`src/rtl/fft_frame_sequencer_if.sv`:
```
// Handshake bundle between the frame sequencer and its surroundings.
// The master side is the sequencer itself. The slave side is the UART receiver,
// the FFT datapath and the UART transmitter seen as one environment.
`timescale 1ns/1ps
interface fft_frame_sequencer_if #(
  parameter int DATA_LENGTH = 8,
  parameter int SEL_W       = 5
);
  logic                   i_rx_done;
  logic [DATA_LENGTH-1:0] i_rx_byte;
  logic                   o_fft_load;
  logic [DATA_LENGTH-1:0] o_fft_byte;
  logic                   o_fft_start;
  logic                   i_fft_done;
  logic [SEL_W-1:0]       o_sel;
  logic                   o_tx_en;
  logic                   o_tx_start;
  logic                   i_tx_done;
  logic                   o_busy;
  logic                   o_frame_done;
  logic                   o_err_timeout;
  logic                   o_rx_overrun;

  modport master (
    input  i_rx_done, i_rx_byte, i_fft_done, i_tx_done,
    output o_fft_load, o_fft_byte, o_fft_start, o_sel, o_tx_en, o_tx_start,
           o_busy, o_frame_done, o_err_timeout, o_rx_overrun
  );

  modport slave (
    output i_rx_done, i_rx_byte, i_fft_done, i_tx_done,
    input  o_fft_load, o_fft_byte, o_fft_start, o_sel, o_tx_en, o_tx_start,
           o_busy, o_frame_done, o_err_timeout, o_rx_overrun
  );
endinterface

```
`src/rtl/fft_frame_sequencer.sv`:
```
// Frame controller for the 16-point FFT path.
// It collects one frame of received bytes into the FFT, starts the FFT and
// watches it against a timeout. It then walks the output byte mux through
// every result byte, one transmitter start/done handshake per byte.
// All outputs come straight from flops, so no input reaches an output combinationally.
`timescale 1ns/1ps
module fft_frame_sequencer #(
  parameter int FFT_SIZE    = 16,
  parameter int WORD_SIZE   = 16,
  parameter int DATA_LENGTH = 8,
  parameter int FFT_TIMEOUT = 1024
) (
  input  logic                  i_clk,
  input  logic                  i_rst,
  fft_frame_sequencer_if.master bus
);

  localparam int TX_BYTES = FFT_SIZE * WORD_SIZE / DATA_LENGTH;
  localparam int SEL_W    = (TX_BYTES > 1) ? $clog2(TX_BYTES) : 1;
  localparam int CNT_W    = $clog2(FFT_SIZE + 1);
  localparam int TMR_W    = (FFT_TIMEOUT > 1) ? $clog2(FFT_TIMEOUT) : 1;

  localparam logic [CNT_W-1:0] LAST_BYTE = CNT_W'(FFT_SIZE - 1);
  localparam logic [TMR_W-1:0] TMR_LAST  = TMR_W'(FFT_TIMEOUT - 1);
  localparam logic [SEL_W-1:0] SEL_LAST  = SEL_W'(TX_BYTES - 1);

  typedef enum logic [2:0] {IDLE, COLLECT, RUN, SEND, WAIT_TX} state_e;

  state_e                 state, state_nxt;
  logic [CNT_W-1:0]       byte_cnt, byte_cnt_nxt;
  logic [TMR_W-1:0]       tmr, tmr_nxt;
  logic                   fft_load, fft_load_nxt;
  logic [DATA_LENGTH-1:0] fft_byte, fft_byte_nxt;
  logic                   fft_start, fft_start_nxt;
  logic [SEL_W-1:0]       sel, sel_nxt;
  logic                   tx_en, tx_en_nxt;
  logic                   tx_start, tx_start_nxt;
  logic                   busy, busy_nxt;
  logic                   frame_done, frame_done_nxt;
  logic                   err_timeout, err_timeout_nxt;
  logic                   rx_overrun, rx_overrun_nxt;

  // Next-state and next-output decode; strobes default low, everything else holds.
  always_comb begin
    state_nxt       = state;
    byte_cnt_nxt    = byte_cnt;
    tmr_nxt         = tmr;
    fft_load_nxt    = 1'b0;
    fft_byte_nxt    = fft_byte;
    fft_start_nxt   = 1'b0;
    sel_nxt         = sel;
    tx_start_nxt    = 1'b0;
    frame_done_nxt  = 1'b0;
    err_timeout_nxt = err_timeout;
    rx_overrun_nxt  = rx_overrun;

    case (state)
      IDLE: begin
        if (bus.i_rx_done) begin
          fft_load_nxt    = 1'b1;
          fft_byte_nxt    = bus.i_rx_byte;
          byte_cnt_nxt    = CNT_W'(1);
          err_timeout_nxt = 1'b0;
          rx_overrun_nxt  = 1'b0;
          if (FFT_SIZE == 1) begin
            state_nxt     = RUN;
            fft_start_nxt = 1'b1;
            tmr_nxt       = '0;
          end else begin
            state_nxt = COLLECT;
          end
        end
      end
      COLLECT: begin
        if (bus.i_rx_done) begin
          fft_load_nxt = 1'b1;
          fft_byte_nxt = bus.i_rx_byte;
          byte_cnt_nxt = byte_cnt + 1'b1;
          if (byte_cnt == LAST_BYTE) begin
            state_nxt     = RUN;
            fft_start_nxt = 1'b1;
            tmr_nxt       = '0;
          end
        end
      end
      RUN: begin
        if (bus.i_rx_done) rx_overrun_nxt = 1'b1;
        // A done arriving on the expiry cycle still counts as success.
        if (bus.i_fft_done) begin
          state_nxt = SEND;
          sel_nxt   = '0;
        end else if (tmr == TMR_LAST) begin
          state_nxt       = IDLE;
          err_timeout_nxt = 1'b1;
        end else begin
          tmr_nxt = tmr + 1'b1;
        end
      end
      SEND: begin
        if (bus.i_rx_done) rx_overrun_nxt = 1'b1;
        tx_start_nxt = 1'b1;
        state_nxt    = WAIT_TX;
      end
      WAIT_TX: begin
        if (bus.i_rx_done) rx_overrun_nxt = 1'b1;
        if (bus.i_tx_done) begin
          if (sel == SEL_LAST) begin
            frame_done_nxt = 1'b1;
            sel_nxt        = '0;
            state_nxt      = IDLE;
          end else begin
            sel_nxt   = sel + 1'b1;
            state_nxt = SEND;
          end
        end
      end
      default: state_nxt = IDLE;
    endcase

    tx_en_nxt = (state_nxt == SEND) || (state_nxt == WAIT_TX);
    busy_nxt  = (state_nxt != IDLE);
  end

  // State register; reset aborts any frame in flight.
  always_ff @(posedge i_clk or negedge i_rst) begin
    if (!i_rst) state <= IDLE;
    else        state <= state_nxt;
  end

  // Counters and registered outputs, all cleared by reset.
  always_ff @(posedge i_clk or negedge i_rst) begin
    if (!i_rst) begin
      byte_cnt    <= '0;
      tmr         <= '0;
      fft_load    <= 1'b0;
      fft_byte    <= '0;
      fft_start   <= 1'b0;
      sel         <= '0;
      tx_en       <= 1'b0;
      tx_start    <= 1'b0;
      busy        <= 1'b0;
      frame_done  <= 1'b0;
      err_timeout <= 1'b0;
      rx_overrun  <= 1'b0;
    end else begin
      byte_cnt    <= byte_cnt_nxt;
      tmr         <= tmr_nxt;
      fft_load    <= fft_load_nxt;
      fft_byte    <= fft_byte_nxt;
      fft_start   <= fft_start_nxt;
      sel         <= sel_nxt;
      tx_en       <= tx_en_nxt;
      tx_start    <= tx_start_nxt;
      busy        <= busy_nxt;
      frame_done  <= frame_done_nxt;
      err_timeout <= err_timeout_nxt;
      rx_overrun  <= rx_overrun_nxt;
    end
  end

  assign bus.o_fft_load    = fft_load;
  assign bus.o_fft_byte    = fft_byte;
  assign bus.o_fft_start   = fft_start;
  assign bus.o_sel         = sel;
  assign bus.o_tx_en       = tx_en;
  assign bus.o_tx_start    = tx_start;
  assign bus.o_busy        = busy;
  assign bus.o_frame_done  = frame_done;
  assign bus.o_err_timeout = err_timeout;
  assign bus.o_rx_overrun  = rx_overrun;

endmodule

```
`src/flat_wrapper.sv`:
```
// flat-port wrapper written by rule: the top's interface ports become plain ports
module fft_frame_sequencer_flat 
#(
  parameter int FFT_SIZE    = 16,
  parameter int WORD_SIZE   = 16,
  parameter int DATA_LENGTH = 8,
  parameter int FFT_TIMEOUT = 1024
)
  (i_clk, i_rst, bus_i_rx_done, bus_i_rx_byte, bus_i_fft_done, bus_i_tx_done, bus_o_fft_load, bus_o_fft_byte, bus_o_fft_start, bus_o_sel, bus_o_tx_en, bus_o_tx_start, bus_o_busy, bus_o_frame_done, bus_o_err_timeout, bus_o_rx_overrun);
  fft_frame_sequencer_if #(.DATA_LENGTH(DATA_LENGTH), .SEL_W(($clog2((FFT_SIZE * WORD_SIZE / DATA_LENGTH))))) bus_i ();
  input  logic i_clk;
  input  logic i_rst;
  input wire logic [$bits(bus_i.i_rx_done)-1:0] bus_i_rx_done;
  input wire logic [$bits(bus_i.i_rx_byte)-1:0] bus_i_rx_byte;
  input wire logic [$bits(bus_i.i_fft_done)-1:0] bus_i_fft_done;
  input wire logic [$bits(bus_i.i_tx_done)-1:0] bus_i_tx_done;
  output wire logic [$bits(bus_i.o_fft_load)-1:0] bus_o_fft_load;
  output wire logic [$bits(bus_i.o_fft_byte)-1:0] bus_o_fft_byte;
  output wire logic [$bits(bus_i.o_fft_start)-1:0] bus_o_fft_start;
  output wire logic [$bits(bus_i.o_sel)-1:0] bus_o_sel;
  output wire logic [$bits(bus_i.o_tx_en)-1:0] bus_o_tx_en;
  output wire logic [$bits(bus_i.o_tx_start)-1:0] bus_o_tx_start;
  output wire logic [$bits(bus_i.o_busy)-1:0] bus_o_busy;
  output wire logic [$bits(bus_i.o_frame_done)-1:0] bus_o_frame_done;
  output wire logic [$bits(bus_i.o_err_timeout)-1:0] bus_o_err_timeout;
  output wire logic [$bits(bus_i.o_rx_overrun)-1:0] bus_o_rx_overrun;
  assign bus_i.i_rx_done = bus_i_rx_done;
  assign bus_i.i_rx_byte = bus_i_rx_byte;
  assign bus_i.i_fft_done = bus_i_fft_done;
  assign bus_i.i_tx_done = bus_i_tx_done;
  assign bus_o_fft_load = bus_i.o_fft_load;
  assign bus_o_fft_byte = bus_i.o_fft_byte;
  assign bus_o_fft_start = bus_i.o_fft_start;
  assign bus_o_sel = bus_i.o_sel;
  assign bus_o_tx_en = bus_i.o_tx_en;
  assign bus_o_tx_start = bus_i.o_tx_start;
  assign bus_o_busy = bus_i.o_busy;
  assign bus_o_frame_done = bus_i.o_frame_done;
  assign bus_o_err_timeout = bus_i.o_err_timeout;
  assign bus_o_rx_overrun = bus_i.o_rx_overrun;
  fft_frame_sequencer #(.FFT_SIZE(FFT_SIZE), .WORD_SIZE(WORD_SIZE), .DATA_LENGTH(DATA_LENGTH), .FFT_TIMEOUT(FFT_TIMEOUT)) u_core (.i_clk(i_clk), .i_rst(i_rst), .bus(bus_i));
endmodule
```
`config.mk`:
```
export PLATFORM = sky130hd
export DESIGN_NAME = fft_frame_sequencer_flat
export DESIGN_NICKNAME = d
export VERILOG_FILES = /design/src/rtl/fft_frame_sequencer_if.sv /design/src/rtl/fft_frame_sequencer.sv /design/src/flat_wrapper.sv
export SDC_FILE = /design/constraint.sdc
export NUM_CORES = 1
export LEC_CHECK = 0
export ABC_AREA = 1
export CORE_UTILIZATION = 40
export CTS_CLUSTER_SIZE = 30
export DETAILED_ROUTE_END_ITERATION = 16
export PLACE_DENSITY = 0.66
export SYNTH_ARGS = -nofsm -noshare
export SYNTH_HDL_FRONTEND = slang
export SYNTH_SLANG_ARGS = --single-unit
```
`constraint.sdc`:
```
create_clock -name i_clk -period 1.85 [get_ports i_clk]
set_input_delay 0.4625 -clock i_clk [delete_from_list [all_inputs] [get_ports i_clk]]
set_output_delay 0.4625 -clock i_clk [all_outputs]
set_load 0.1 [all_outputs]
```
# Word-level counts from Yosys, hierarchy flattened
# Index checks and enable logic that the tools add are counted.
# word_totals
regBits	39
latchBits	0
mem_bits_rw	0
romBits	0
inputBits	13
output_inout_bits	21
mem_count	0
# op_classes
addsub	3
mul	0
div_mod_pow	0
order_cmp	0
n_eq_ne	18
shift	0
n_mux	35
bitwise	0
n_reduce_logical	16
# ops
cell	n
two-way mux 10 bit	4
two-way mux 5 bit	5
one-hot mux 10 bit (2 select lines)	1
one-hot mux 5 bit (2 select lines)	2
two-way mux 3 bit	6
one-hot mux 3 bit (5 select lines)	1
two-way mux 1 bit	13
inequality test 2 bit (second input constant)	6
adder 10 x 1 -> 10 bit (second input constant)	1
adder 5 x 1 -> 5 bit (second input constant)	2
== test 10 bit (second input constant)	1
nonzero test 2 bit	5
== test 3 x 2 -> 1 bit (second input constant)	3
AND reduction 3 bit	3
== test 3 bit (second input constant)	2
inequality test 2 x 1 -> 1 bit (second input constant)	3
== test 5 x 4 -> 1 bit (second input constant)	1
== test 5 bit (second input constant)	1
AND reduction 5 bit	1
one-hot mux 1 bit (2 select lines)	2
AND reduction 4 bit	1
== test 3 x 1 -> 1 bit (second input constant)	1
zero test 3 bit	1
nonzero test 3 bit	1
5 further kinds	5

# Logic depth before layout (Yosys ltp)
# depth
depth_word	6
depth_mapped	12

# Least setup slack after synthesis
# No wires, ideal clock.
# synth_path
path_kind	register to register
from	reg u_core.sel[0], in the netlist u_core.bus.o_sel[0]
to	reg u_core.busy, in the netlist u_core.bus.o_busy
setup_ps	119
arrival_ps	2053
required_ps	1731
path_slack_ps	-322
stages_incl_launch_ff	10
path_buffers	0
period_less_slack_ps	2172
cell_sequence	dfrtp_1 > ha_1 > nand2_1 > nor2_1 > ha_1 > nand2_1 > nand3_1 > nand3_1 > nor2_1 > nand2_1
# synth_via
elab_chain_len	5
# synth_rtl
item	line	source
from (decl)	fft_frame_sequencer.sv:35	logic [SEL_W-1:0] sel, sel_nxt;
from (signal assigned)	fft_frame_sequencer.sv:151	sel <= sel_nxt;
== test 5 bit	fft_frame_sequencer.sv:107	if (sel == SEL_LAST) begin
two-way mux 2 bit	fft_frame_sequencer.sv:107	
two-way mux 3 bit	fft_frame_sequencer.sv:106	if (bus.i_tx_done) begin
one-hot mux 3 bit (5 select lines)	fft_frame_sequencer.sv:57	case (state)
via u_core.state_nxt[0]	fft_frame_sequencer.sv:29	state_e state, state_nxt;
nonzero test 3 bit	fft_frame_sequencer.sv:121	busy_nxt = (state_nxt != IDLE);
via u_core.busy_nxt	fft_frame_sequencer.sv:38	logic busy, busy_nxt;
to (signal assigned)	fft_frame_sequencer.sv:154	busy <= busy_nxt;
to (decl)	fft_frame_sequencer.sv:38	
# The timed path passes the listed nets, and every way through them passes these cells.
# A chain may end at the register's enable or synchronous reset.

# Final worst setup path
# layout_path
from	reg u_core.byte_cnt[1]
to	reg u_core.tmr[0]
# layout_via
elab_chain_len	3
# layout_rtl
item	line	source
from (decl)	fft_frame_sequencer.sv:30	logic [CNT_W-1:0] byte_cnt, byte_cnt_nxt;
from (signal assigned)	fft_frame_sequencer.sv:146	byte_cnt <= byte_cnt_nxt;
== test 5 x 4 -> 1 bit	fft_frame_sequencer.sv:79	if (byte_cnt == LAST_BYTE) begin
inequality test 2 x 1 -> 1 bit (no source line)	n/a	
AND reduction 5 bit (no source line)	n/a	
to (signal assigned)	fft_frame_sequencer.sv:147	tmr <= tmr_nxt;
to (decl)	fft_frame_sequencer.sv:31	logic [TMR_W-1:0] tmr, tmr_nxt;
# Every way passes these cells.

==> results.toml <==
[cts]
clock_sinks = 39
htree_num_levels = 2
cts-root-buf = "clkbuf_8"
clockBufferDepth = 2
cts_buffers = 5
postCtsSetupBuffers = 0
cts_tree = "yes"
clk_latency_ps = 290
clk_pin_slew_ps = 80

[detailed_routing]
vias_per_cell = 4.70
avgRoutedWirePerCell_um = 11.3
drt_first_pass_iters = 4
wl_um = 4050
drt-initial-drc-count = 83
ant_nets = 0
via_count = 1684
drc = 0

[final_layout]
drive_above_1_share = 0.234
area_delta_synth_final_pct = 38.2
n_antenna_cell = 0
nFillCells = 430
fin_nets = 308
final_util = 0.580

[logic_synthesis]
synth_compound_area_frac = 0.0721
yosysWarnings = 0
synth_top_family_by_area = "simple AND/OR/NAND/NOR gates"
synth_xor_area_frac = 0.00439
synth_seq_cells = 39
synth_ff_type = "dfrtp_1"
ys_seq_area_frac = 0.489
synthTopCellsByCount = "nand2_1, dfrtp_1, inv_1, nand3_1, nor2_1"
synth_top_area_cell = "dfrtp_1"
yosysTopAreaCellShare = 0.489
netlist_area_mm2 = 0.00200
synth_nets = 262
synth.mux.area_fraction = 0
synth_simple_gate_area_share = 0.319
synth_edf_count = 0
yosysUniqueCellTypes = 27
syn_area_per_cell_um2 = 8.18
synthTopCellsByArea = "dfrtp_1, nand2_1, nand3_1, inv_1, ha_1"
yosysMostFrequentCell = "nand2_1"
syn_inst = 244
ys_async_sr_fraction = 1.00
synth_fa_ha_area_frac = 0.0313

[critical_path]
slowest_delay_ps = 370
arrival_ps = 1900
crit_slowest_cell = "dfrtp_1"
crit_required_ps = 2030
crit_path_frequent_cell = "nand2_1"
cp_cell_sequence = "ha_1, inv_1, nor3_2, ha_2, nand2_1, nand3_1, nand2_1, inv_2, nand3_4, nand2_2, o21ai_2"
critPathLaunch = "u_core.byte_cnt[1]"
critPathBufInv = 2
endpoint_kind = "flop"
path_max_fanout = 9
r2r_start = "u_core.byte_cnt[1]"
path_delay_family = "simple AND/OR/NAND/NOR gates"
criticalPathCategory = "reg2reg"
critPathLaunchType = "flop"

[pwr]
p_clk_frac = 0.163
report.power.total_mw = 3.43
sw_frac_of_total = 0.463
p_switching_mw = 1.59
vdd_drop_max_v = 0.000782
intPower_mw = 1.84
combPwrFrac = 0.493
power_frac_seq = 0.344
powerDensity_mw_per_mm2 = 1240
leakage_nw = 1.33

[global_route]
grt_first_pass_wirelength_um = 6980
grt_max_degree = 19
grt_pass1_vias = 1588
grt-ovfl-total = 0
antenna_found_initial = 0
grtUsageTotal = 0.171

[die]
ios = 34
dieWidth_um = 72.7
rows = 25
dieArea_mm2 = 0.00528
start_util = 0.420
core-area_mm2 = 0.00475
die_y_um = 72.7

[min_path]
min_path_type = "in2async"

[place]
pre_cts_ws_ps = -32.0
dp_hpwl_um = 2980
port_buffers = 33
place_congestion = 0.809

[sta]
period_minus_slack_ps = 1730
postLayoutSetupSlackWorst_ps = 125
tightest_slew_ps = 338
hold_viol_final = 0
setup_viol = 0
maxSlewViolCount = 0
setup_tns_ps = 0
finalCritPeriodShare = 0.933
maxSlewHeadroom = 0.774
fmax_mhz = 580
rsz0062_at_grt = "true"
skew_ps = 8.12

[flow_run]
cap_violations = 0

[run_status]
outcome = "finished, final reports clean"
[worst reg2reg max path, cell delays in order (launching register included)]
cell,delay (ps)
dfrtp_1,370
ha_1,170
inv_1,60
nor3_2,120
ha_2,210
nand2_1,50
nand3_1,70
nand2_1,80
inv_2,130
nand3_4,190
nand2_2,110
o21ai_2,50
[logic make-up (layout without fill, tap and decap cells)]
logic type,after synthesis,in the layout
XOR/XNOR,1,1
buffers and inverters,36,82
AND/OR/NAND/NOR,141,142
AO/OA/AOI/OAI,22,22
flip-flops,39,39
adder cells (fa/ha/maj),5,5
[state kept, by name, summed over array words and instances, names as in the netlist]
signal / count
u_core.tmr: 10
u_core.bus.o_fft_byte: 8
u_core.bus.o_sel: 5
u_core.byte_cnt: 5
u_core.state: 3
u_core.bus.o_busy: 1
u_core.bus.o_err_timeout: 1
u_core.bus.o_fft_load: 1
u_core.bus.o_fft_start: 1
u_core.bus.o_frame_done: 1
u_core.bus.o_rx_overrun: 1
u_core.bus.o_tx_en: 1
u_core.bus.o_tx_start: 1
[routing by layer]
layer,vias up,global-route usage,wire length [um]
li1,867,-,-
met1,783,0.229,1870
met2,30,0.275,2010
met3,4,0.0414,131
met4,0,0.0523,34
met5,-,0,0
[stage by stage]
step / instance area, um2 / hold WS [ps] / cells
after floorplan: 2000 / 167 / 244
after global placement: 2640 / 327 / 349
after detailed placement: 2640 / 326 / 349
after CTS: 2730 / 1.12 / 357
after global routing: 2760 / 8.24 / 358
final: 2760 / 8.81 / 358
[placed cells by master (no fill, tap or decap), drive strengths merged]
master         count
or2                1
nand3b             1
clkdlybuf4s50     11
inv               31
nand3             29
nor2              17
nand4              4
buf               32
dfrtp             39
clkinv             1
a21oi              4
o41ai              1
ha                 5
clkinvlp           1
nor3               5
clkbuf             6
o21ai             15
o22ai              1
nand2             85
xor2               1
a21o               1
[power by group through the flow]
stage	registers, mW	clock network (mW)	logic, mW
global route	1.20	0.624	1.80
global placement	1.20	0	1.63
detailed placement	1.19	0	1.64
finish	1.18	0.561	1.69
CTS	1.18	0.589	1.64
floorplan	1.80	0	0.473
[cell type report]
| class | instances | area [um2] | area share |
|---|---|---|---|
| Sequential cell | 39 | 981 | 0.356 |
| Clock inverter | 2 | 12.5 | 0.00454 |
| Timing Repair Buffer | 43 | 611 | 0.221 |
| Inverter | 31 | 116 | 0.0422 |
| Clock buffer | 6 | 72.6 | 0.0263 |
| Multi-Input combinational cell | 170 | 882 | 0.320 |
| Tap cell | 67 | 83.8 | 0.0304 |
[repair_timing]
item	in CTS	in global routing
hold buffers	0	0
setup endpoints to repair	0	11
gates resized for setup	0	7
endpoints found under the hold margin	0	0
[path summary, 6_finish.rpt]
kind | slack (ps) | end | depth (start not counted)
worst max-delay path | 120 | u_core.tmr[0] | 11
max in group asynchronous | 1340 | u_core.bus.o_fft_start | 2
worst min register to register | 520 | u_core.byte_cnt[1] | 2
worst max register to register | 120 | u_core.tmr[0] | 11
min in group i_clk | 520 | u_core.byte_cnt[1] | 2
worst min-delay path | 9 | u_core.tmr[9] | 1
Note: power is estimated with default switching activity, not from simulation.
